$ cat src/rtl/hex_disp_pkg.sv
// Shared types and the 7-segment glyph table for the scrolling HEX display driver.
package hex_disp_pkg;

    typedef enum logic {
        RUN   = 1'b0,
        PAUSE = 1'b1
    } state_e;

    localparam logic [7:0] SEG_BLANK = 8'h00;

    // Returns {a,b,c,d,e,f,g,dp} with 1 = lit; dp is never lit.
    function automatic logic [7:0] seg7_encode(input logic [3:0] nib);
        logic [7:0] seg;
        case (nib)
            4'h0:    seg = 8'b1111_1100;
            4'h1:    seg = 8'b0110_0000;
            4'h2:    seg = 8'b1101_1010;
            4'h3:    seg = 8'b1111_0010;
            4'h4:    seg = 8'b0110_0110;
            4'h5:    seg = 8'b1011_0110;
            4'h6:    seg = 8'b1011_1110;
            4'h7:    seg = 8'b1110_0000;
            4'h8:    seg = 8'b1111_1110;
            4'h9:    seg = 8'b1111_0110;
            4'hA:    seg = 8'b1110_1110;
            4'hB:    seg = 8'b0011_1110;
            4'hC:    seg = 8'b1001_1100;
            4'hD:    seg = 8'b0111_1010;
            4'hE:    seg = 8'b1001_1110;
            default: seg = 8'b1000_1110;
        endcase
        return seg;
    endfunction

endpackage

$ cat src/rtl/key_debounce.sv
// Pushbutton conditioner: 2-FF synchroniser, stability counter and a press pulse
// on each accepted released->pressed transition of the active-low key.
module key_debounce
    import hex_disp_pkg::*;
#(
    parameter int DEBOUNCE_CYCLES = 500000
) (
    input  logic clk,
    input  logic rst_n,
    input  logic key_n,
    output logic stable,
    output logic press
);

    localparam int CW = (DEBOUNCE_CYCLES > 1) ? $clog2(DEBOUNCE_CYCLES) : 1;

    logic [1:0]    sync_q;
    logic          stable_q, stable_d;
    logic [CW-1:0] cnt_q, cnt_d;
    logic          press_q, press_d;

    always_comb begin
        stable_d = stable_q;
        cnt_d    = '0;
        press_d  = 1'b0;
        // Any sample equal to the accepted level leaves cnt_d at zero, restarting the run.
        if (sync_q[1] != stable_q) begin
            if (cnt_q == CW'(DEBOUNCE_CYCLES - 1)) begin
                stable_d = sync_q[1];
                press_d  = ~sync_q[1];
            end else begin
                cnt_d = cnt_q + 1'b1;
            end
        end
    end

    always_ff @(posedge clk or negedge rst_n) begin
        if (!rst_n) begin
            sync_q   <= 2'b11;
            stable_q <= 1'b1;
            cnt_q    <= '0;
            press_q  <= 1'b0;
        end else begin
            sync_q   <= {sync_q[0], key_n};
            stable_q <= stable_d;
            cnt_q    <= cnt_d;
            press_q  <= press_d;
        end
    end

    assign stable = stable_q;
    assign press  = press_q;

endmodule

$ cat src/rtl/hex_scroll_display.sv
// Scrolls a circular hex-nibble message across NUM_DIGITS 7-segment displays,
// with debounced run/pause toggle and blank-while-held buttons.
module hex_scroll_display
    import hex_disp_pkg::*;
#(
    parameter int NUM_DIGITS      = 6,
    parameter int MSG_LEN         = 8,
    parameter int TICK_DIV        = 25000000,
    parameter int DEBOUNCE_CYCLES = 500000,
    parameter int ACTIVE_LOW      = 0
) (
    input  logic                       clk,
    input  logic                       rst_n,
    input  logic [1:0]                 key_n,
    input  logic [4*MSG_LEN-1:0]       msg,
    output logic [8*NUM_DIGITS-1:0]    hex,
    output logic [$clog2(MSG_LEN)-1:0] pos,
    output logic                       running
);

    localparam int         PW      = $clog2(MSG_LEN);
    localparam int         TW      = $clog2(TICK_DIV);
    localparam logic [7:0] SEG_OFF = (ACTIVE_LOW != 0) ? ~SEG_BLANK : SEG_BLANK;

    state_e                    state_q, state_d;
    logic [TW-1:0]             tick_q, tick_d;
    logic [PW-1:0]             pos_q, pos_d;
    logic [8*NUM_DIGITS-1:0]   hex_q, hex_d;

    logic toggle_press, blank_level;
    logic run_level_unused, blank_press_unused;

    key_debounce #(.DEBOUNCE_CYCLES(DEBOUNCE_CYCLES)) u_key_run (
        .clk    (clk),
        .rst_n  (rst_n),
        .key_n  (key_n[0]),
        .stable (run_level_unused),
        .press  (toggle_press)
    );

    key_debounce #(.DEBOUNCE_CYCLES(DEBOUNCE_CYCLES)) u_key_blank (
        .clk    (clk),
        .rst_n  (rst_n),
        .key_n  (key_n[1]),
        .stable (blank_level),
        .press  (blank_press_unused)
    );

    always_comb begin
        state_d = state_q;
        tick_d  = tick_q;
        pos_d   = pos_q;
        case (state_q)
            RUN: begin
                // A press coinciding with the terminal tick pauses without stepping.
                if (toggle_press) begin
                    state_d = PAUSE;
                    tick_d  = '0;
                end else if (tick_q == TW'(TICK_DIV - 1)) begin
                    tick_d = '0;
                    pos_d  = (pos_q == PW'(MSG_LEN - 1)) ? '0 : pos_q + 1'b1;
                end else begin
                    tick_d = tick_q + 1'b1;
                end
            end
            default: begin
                tick_d = '0;
                if (toggle_press) begin
                    state_d = RUN;
                end
            end
        endcase
    end

    // Digit k (k=0 rightmost) shows character (pos + NUM_DIGITS-1-k) mod MSG_LEN.
    always_comb begin
        hex_d = '0;
        for (int k = 0; k < NUM_DIGITS; k++) begin
            if (blank_level == 1'b0) begin
                hex_d[8*k +: 8] = SEG_OFF;
            end else if (ACTIVE_LOW != 0) begin
                hex_d[8*k +: 8] = ~seg7_encode(msg[4*((int'(pos_q) + NUM_DIGITS - 1 - k) % MSG_LEN) +: 4]);
            end else begin
                hex_d[8*k +: 8] = seg7_encode(msg[4*((int'(pos_q) + NUM_DIGITS - 1 - k) % MSG_LEN) +: 4]);
            end
        end
    end

    always_ff @(posedge clk or negedge rst_n) begin
        if (!rst_n) begin
            state_q <= RUN;
            tick_q  <= '0;
            pos_q   <= '0;
            hex_q   <= {NUM_DIGITS{SEG_OFF}};
        end else begin
            state_q <= state_d;
            tick_q  <= tick_d;
            pos_q   <= pos_d;
            hex_q   <= hex_d;
        end
    end

    assign hex     = hex_q;
    assign pos     = pos_q;
    assign running = (state_q == RUN);

endmodule

$ cat config.mk
export PLATFORM = sky130hd
export DESIGN_NAME = hex_scroll_display
export DESIGN_NICKNAME = d
export VERILOG_FILES = /design/src/rtl/hex_disp_pkg.sv /design/src/rtl/key_debounce.sv /design/src/rtl/hex_scroll_display.sv
export SDC_FILE = /design/constraint.sdc
export NUM_CORES = 1
export LEC_CHECK = 0
export BUFFER_PORTS_ARGS = -buffer_cell sky130_fd_sc_hd__clkbuf_2
export CORE_UTILIZATION = 50
export CTS_BUF_LIST = sky130_fd_sc_hd__clkbuf_4 sky130_fd_sc_hd__clkbuf_8
export DETAILED_ROUTE_END_ITERATION = 8
export GPL_ROUTABILITY_DRIVEN = 1
export PLACE_DENSITY = 0.7
export SETUP_SLACK_MARGIN = 0.4
export SYNTH_ARGS = -nofsm -noshare
export SYNTH_HDL_FRONTEND = slang
export SYNTH_SLANG_ARGS = --single-unit
export TNS_END_PERCENT = 5
$ cat constraint.sdc
create_clock -name clk -period 4.5 [get_ports clk]
set_input_delay 0.45 -clock clk [delete_from_list [all_inputs] [get_ports clk]]
set_output_delay 0.45 -clock clk [all_outputs]
set_load 0.01 [all_outputs]
Word level (Yosys, flattened, before mapping)

Memory sizes are Yosys's and may differ from the RTL's.
Cells that the tools add are included.

Add/subtract/negate cells: 11
Equality and inequality tests: 6
Shift-type cells: 6
Multiplexer cells: 19
Bitwise logic cells: 9
Reductions and logical operators: 9

Operators with widths:

| cell                                                               | count |
|---|---|
| 32-bit by 6-bit variable part select with 4-bit output             | 6 |
| 19-bit two-way mux                                                 | 4 |
| 25-bit two-way mux                                                 | 3 |
| 8-bit two-way mux                                                  | 6 |
| 19-bit by 1-bit adder with 19-bit output, second input constant    | 2 |
| 19-bit == test, second input constant                              | 2 |
| 25-bit by 1-bit adder with 25-bit output, second input constant    | 1 |
| 25-bit == test, second input constant                              | 1 |
| 3-bit OR reduction                                                 | 6 |
| 5-bit by 3-bit subtractor with 6-bit output, second input constant | 2 |
| 5-bit by 4-bit subtractor with 6-bit output, second input constant | 2 |
| 1-bit bitwise AND                                                  | 6 |
| 5-bit by 2-bit subtractor with 6-bit output, second input constant | 1 |
| 1-bit two-way mux                                                  | 5 |
| 4-bit by 1-bit subtractor with 5-bit output, second input constant | 1 |
| 3-bit by 3-bit adder with 4-bit output, second input constant      | 1 |
| 2-bit AND reduction                                                | 2 |
| 3-bit by 1-bit adder with 3-bit output, second input constant      | 1 |
| 3-bit == test, second input constant                               | 1 |
| 3-bit two-way mux                                                  | 1 |
| 1-bit inverter                                                     | 3 |
| 3-bit AND reduction                                                | 1 |
| 1-bit != test                                                      | 2 |

Register bits: 122
Memory bits (read-only): 672
Bits of input ports: 36
Logic and storage cells: 77
Memories kept: 6

Memory list:

| name             | words | bits a word | rd ports | clocked after memory_dff | write ports | RTL line           | source |
|---|---|---|---|---|---|---|---|
| (name not given) | 16    | 7           | 1        | 0                        | 0           | hex_disp_pkg.sv:14 | `case (nib)` |
| (name not given) | 16    | 7           | 1        | 0                        | 0           | hex_disp_pkg.sv:14 |  |
| (name not given) | 16    | 7           | 1        | 0                        | 0           | hex_disp_pkg.sv:14 |  |
| (name not given) | 16    | 7           | 1        | 0                        | 0           | hex_disp_pkg.sv:14 |  |
| (name not given) | 16    | 7           | 1        | 0                        | 0           | hex_disp_pkg.sv:14 |  |
| (name not given) | 16    | 7           | 1        | 0                        | 0           | hex_disp_pkg.sv:14 |  |

Logic depth before layout (Yosys ltp)

An unclocked memory read counts as a cell.

Depth in word-level cells: 8
Gate-level depth with buffers: 17
Gate-level depth less buffers: 12

Modules after synthesis

From an unflattened synthesis, not the netlist that was laid out.

Cell total of the unflattened synthesis: 746
Area, all modules: 7,602.3 um2

By module, submodules not included:

| module             | instances | cells each | area an instance (um2) | seq. area each (um2) |
|---|---|---|---|---|
| hex_scroll_display | 1         | 526        | 5,357.6                | 1,776.7 |
| key_debounce       | 2         | 110        | 1,122.3                | 579.3 |

Worst setup path after synthesis

Ideal clock, no wire load.

Kind: register to register
Start: register pos_q[0], in the netlist pos[0]
End: register hex_q[39], in the netlist hex[39]
Arrival time: 3.487 ns
Path slack: 0.946 ns
Cell stages (with the launch flop): 16
Path buffers: 5
Period minus slack after synthesis: 3.554 ns
Path through: dfrtp_1 buf_6 buf_8 clkinv_1 ha_1 buf_6 buf_12 buf_6 mux4_2 and2_1 a31oi_1 inv_1 ha_1 mux2_1 nand2_1 o311a_1

Word-level cells in the longest chain between the ends: 8

RTL lines:

| what                                                       | RTL line                 | source |
|---|---|---|
| from (decl)                                                | hex_scroll_display.sv:27 | `logic [PW-1:0] pos_q, pos_d;` |
| from (signal assigned)                                     | hex_scroll_display.sv:98 | `pos_q <= pos_d;` |
| 3-bit by 3-bit adder with 4-bit output (*)                 | hex_scroll_display.sv:84 | `hex_d[8*k +: 8] = seg7_encode(msg[4*((int'(pos_q) + NUM_DIGITS - 1 - k) % MSG_LEN) +: 4]);` |
| 4-bit by 1-bit subtractor with 5-bit output (*)            | hex_scroll_display.sv:84 |  |
| 5-bit by 4-bit subtractor with 6-bit output (*)            | hex_scroll_display.sv:84 |  |
| 3-bit OR reduction (no line)                               | -                        |  |
| 1-bit bitwise AND (no line)                                | -                        |  |
| 32-bit by 6-bit variable part select with 4-bit output (*) | hex_scroll_display.sv:84 |  |
| memory read 16 x 7 bit (*)                                 | -                        |  |
| 8-bit two-way mux (*)                                      | hex_scroll_display.sv:79 | `if (blank_level == 1'b0) begin` |
| via hex_d[39]                                              | hex_scroll_display.sv:28 | `logic [8*NUM_DIGITS-1:0] hex_q, hex_d;` |
| to (signal assigned)                                       | hex_scroll_display.sv:94 | `hex_q <= {NUM_DIGITS{SEG_OFF}};` |
| to (decl)                                                  | hex_scroll_display.sv:28 |  |

Mark *: on every way through the listed nets, which the timed path passes. The rest lies on a longest branch.
A chain may end at the register's enable or synchronous reset.

Worst setup path in the final report

Start: register pos_q[1], in the netlist pos[1]
End: register hex_q[42], in the netlist hex[42]

The elaborated chain is that of the path after synthesis.

==> results_dict.tcl <==
set metrics [dict create \
    status "complete, no violations" \
    cpMaxStageDelayCell "xnor2_2" \
    hp-class "in2reg" \
    synth.distinct_cells 79 \
    synth_area_leader_cell "dfrtp_1" \
    first_pass_iters 5 \
    ys_seq_elements 116 \
    cp.arrival_ns 4.14 \
    dp_slack_ns 0.685 \
    hold_end "u_key_blank.sync_q[0]" \
    postRouteAntennaNets 0 \
    cpMostUsedCell "ha_1" \
    syn_area_per_cell_um2 9.84 \
    cts_root_buffer "clkbuf_8" \
    total_power_uw 2350 \
    cp_max_fo 11 \
    drc_errors 0 \
    max_freq_mhz 261 \
    synth_cells 800 \
    min-delay-start "key_n[1]" \
    io_buffers 81 \
    cts_max_level 4 \
    place.gp.congestion 0.872 \
    die_w_um 127 \
    wl_um 16400 \
    hold_ws_ns 0.108 \
    synth_top_area_share_pct 35.0 \
    cts.repair.resized 0 \
    grt_max_degree 63 \
    clock_path_buffers 2 \
    rows 45 \
    grt_pass1_wl_um 27400 \
    most-common-layout-cells "109 x dfrtp_1, 108 x nor2_1, 80 x clkbuf_2, 78 x nand2_1, 46 x ha_1" \
    dr.first_iter.drc_count 365 \
    area_growth_pct 11.4 \
    synth_area_leaders "dfrtp_1 35%, ha_1 7.3%, mux4_2 6.6%" \
    critPathKind "reg2reg" \
    initial_utilization_pct 51.6 \
    final.setup.tns_ns 0 \
    grt_overflow 0 \
    vias_per_cell 5.55 \
    maxSlewViolCount 0 \
    tightest_slew_ns 0.901 \
    relSlewSlack_pct 39.8 \
    synth_edf_count 0 \
    synth_seq_area_share_pct 37.0 \
    first_global_vias 5564 \
    clk_latency_ns 0.45 \
    coreArea_um2 15300 \
    finalCritPeriodShare_pct 85.0 \
    ir_worst_vdd_v 0.000175 \
    async_flop_share_pct 100 \
    whs_path_depth 1 \
    drive_above_1_share_pct 20.9 \
    ys.flop_type "dfrtp_1" \
    die_y_um 127 \
    fin_ws_ns 0.674 \
    ioPinCount 88 \
    critPathRequiredTime_ns 4.81 \
    slowest_delay_ns 0.68 \
    clock_skew_ns 0.0266 \
    rr_startpoint "pos[1]" \
    end_kind "flip-flop" \
    final_util_pct 57.5 \
    grt_setup_unrepaired "yes" \
    rr_endpoint "hex[42]" \
    min_period_ns 3.83 \
    synth_area_um2 7870 \
    p_leak_uw 0.00403 \
    n_antenna_cell 0 \
    finalHoldViolations 0 \
    drv_cap 0 \
    hpwl_um 12000 \
    clkSlewWorstSetupHoldPaths_ns 0.09 \
    cp-start-kind "flip-flop" \
    worstRegToRegCells 9 \
    cp_cell_sequence "ha_1 > ha_1 > xnor2_2 > a21oi_1 > nor2_1 > inv_1 > ha_1 > mux2_2 > a211oi_1" \
    cellPowerDensity_nw_per_um2 268 \
    grt_util_all_layers_pct 21.3 \
    grt_antenna_before_repair 0 \
    nNetsFinal 950 \
    r2r_slack_ns 0.67 \
    clkSinkCount 116 \
    numCtsBuffers 17 \
    num_vias 6065 \
    drt-wirelength-per-cell_um 15.0 \
    tritoncts "built" \
    setup_viol 0 \
    synth_warnings 0 \
    die_area_um2 16300 \
    final_common_cell "dfrtp_1" \
]
==> synth_stat cells, types with 3 or more instances <==
master and n:
dfrtp_1 110, nor2_1 108, nand2_1 78, ha_1 46, nand3_1 39, inv_1 32
xnor2_1 30, xor2_1 29, mux2i_1 28, mux4_2 23, a21oi_1 22, nand4_1 13
o21ai_0 13, clkbuf_1 12, mux2_2 12, a211oi_1 11, buf_4 11, nor3_1 11
a31oi_1 10, buf_2 10, o31ai_1 10, and3_1 9, nor2b_1 9, buf_6 7
nor4_1 7, dfstp_2 6, a21o_1 5, a311oi_1 5, and4_1 5, nand2b_1 5
o221ai_1 5, and2_1 4, o211ai_1 4, o311a_1 4, a211o_1 3, a221oi_1 3
nor4b_1 3, or2_1 3, or4_1 3
==> through the flow <==
stage / instance area, µm² / instances
finish: 8770 / 1092
global route: 8770 / 1092
CTS: 8770 / 1092
detailed placement: 8310 / 1059
global placement: 8310 / 1059
floorplan: 7890 / 805
==> per-layer routing <==
layer / global-route usage, % / up-vias / part of all wire [%]
li1: - / 2959 / -
met1: 29.9 / 2891 / 47
met2: 32.2 / 182 / 45
met3: 4.06 / 33 / 5.5
met4: 9.03 / 0 / 2.5
met5: 0 / - / 0
==> state kept, by name, summed over array words and instances, names as in the netlist <==
name / count
u_key_run.cnt_q: 19
u_key_blank.cnt_q: 19
hex: 42
tick_q: 25
u_key_blank.stable: 1
state_q: 1
u_key_blank.sync_q: 2
pos: 3
u_key_run.stable: 1
u_key_run.press: 1
u_key_run.sync_q: 2
==> worst max-delay path by stage <==
stage / from / to / slack (ns)
3_3_place_gp: pos[1] / hex[42] / 0.73
5_1_grt: pos[1] / hex[42] / 0.36
4_1_cts: pos[1] / hex[42] / 0.65
6_report: pos[1] / hex[42] / 0.67
2_1_floorplan: pos[0] / hex[39] / 0.95
3_5_place_dp: pos[1] / hex[42] / 0.69
==> where the power goes <==
group	internal, µW	switching, µW	total, µW
Clock	672	404	1080
Sequential	1050	6.07	1060
Combinational	82.3	138	220
==> layout make-up <==
type	count	area, µm²
multi-input cells	610	4550
flip-flops and latches	116	2910
fillers	1344	6490
inverters	36	135
repair buffers	87	455
clock inverters	9	150
well taps	211	264
clock buffers	23	304
==> worst max-delay path, delay by kind of cell (launching register included) <==
family,cells,cell delay (ns)
XOR/XNOR,1,0.68
buffers and inverters,1,0.13
AND/OR/NAND/NOR,1,0.33
AO/OA/AOI/OAI,2,0.56
flip-flops,1,0.61
adder cells (fa/ha/maj),3,1.09
multiplexers,1,0.28
==> cell families (layout without fill, tap and decap cells) <==
logic type	after synthesis	count (layout)	share of synthesized area, %
AND/OR/NAND/NOR	306	306	18.3
flip-flops	116	116	37.0
multiplexers	68	68	12.9
other	1	6	0.0476
buffers and inverters	79	155	5.47
adder cells (fa/ha/maj)	46	46	7.31
AO/OA/AOI/OAI	122	122	11.7
XOR/XNOR	62	62	7.33
==> repair_timing <==
action / CTS / global route
hold buffers: 1 / 0
buffers inserted: 0 / 0
endpoints found under the hold margin: 24 / 0
setup endpoints to repair: 0 / 3
Note: power is estimated with default switching activity, not from simulation.
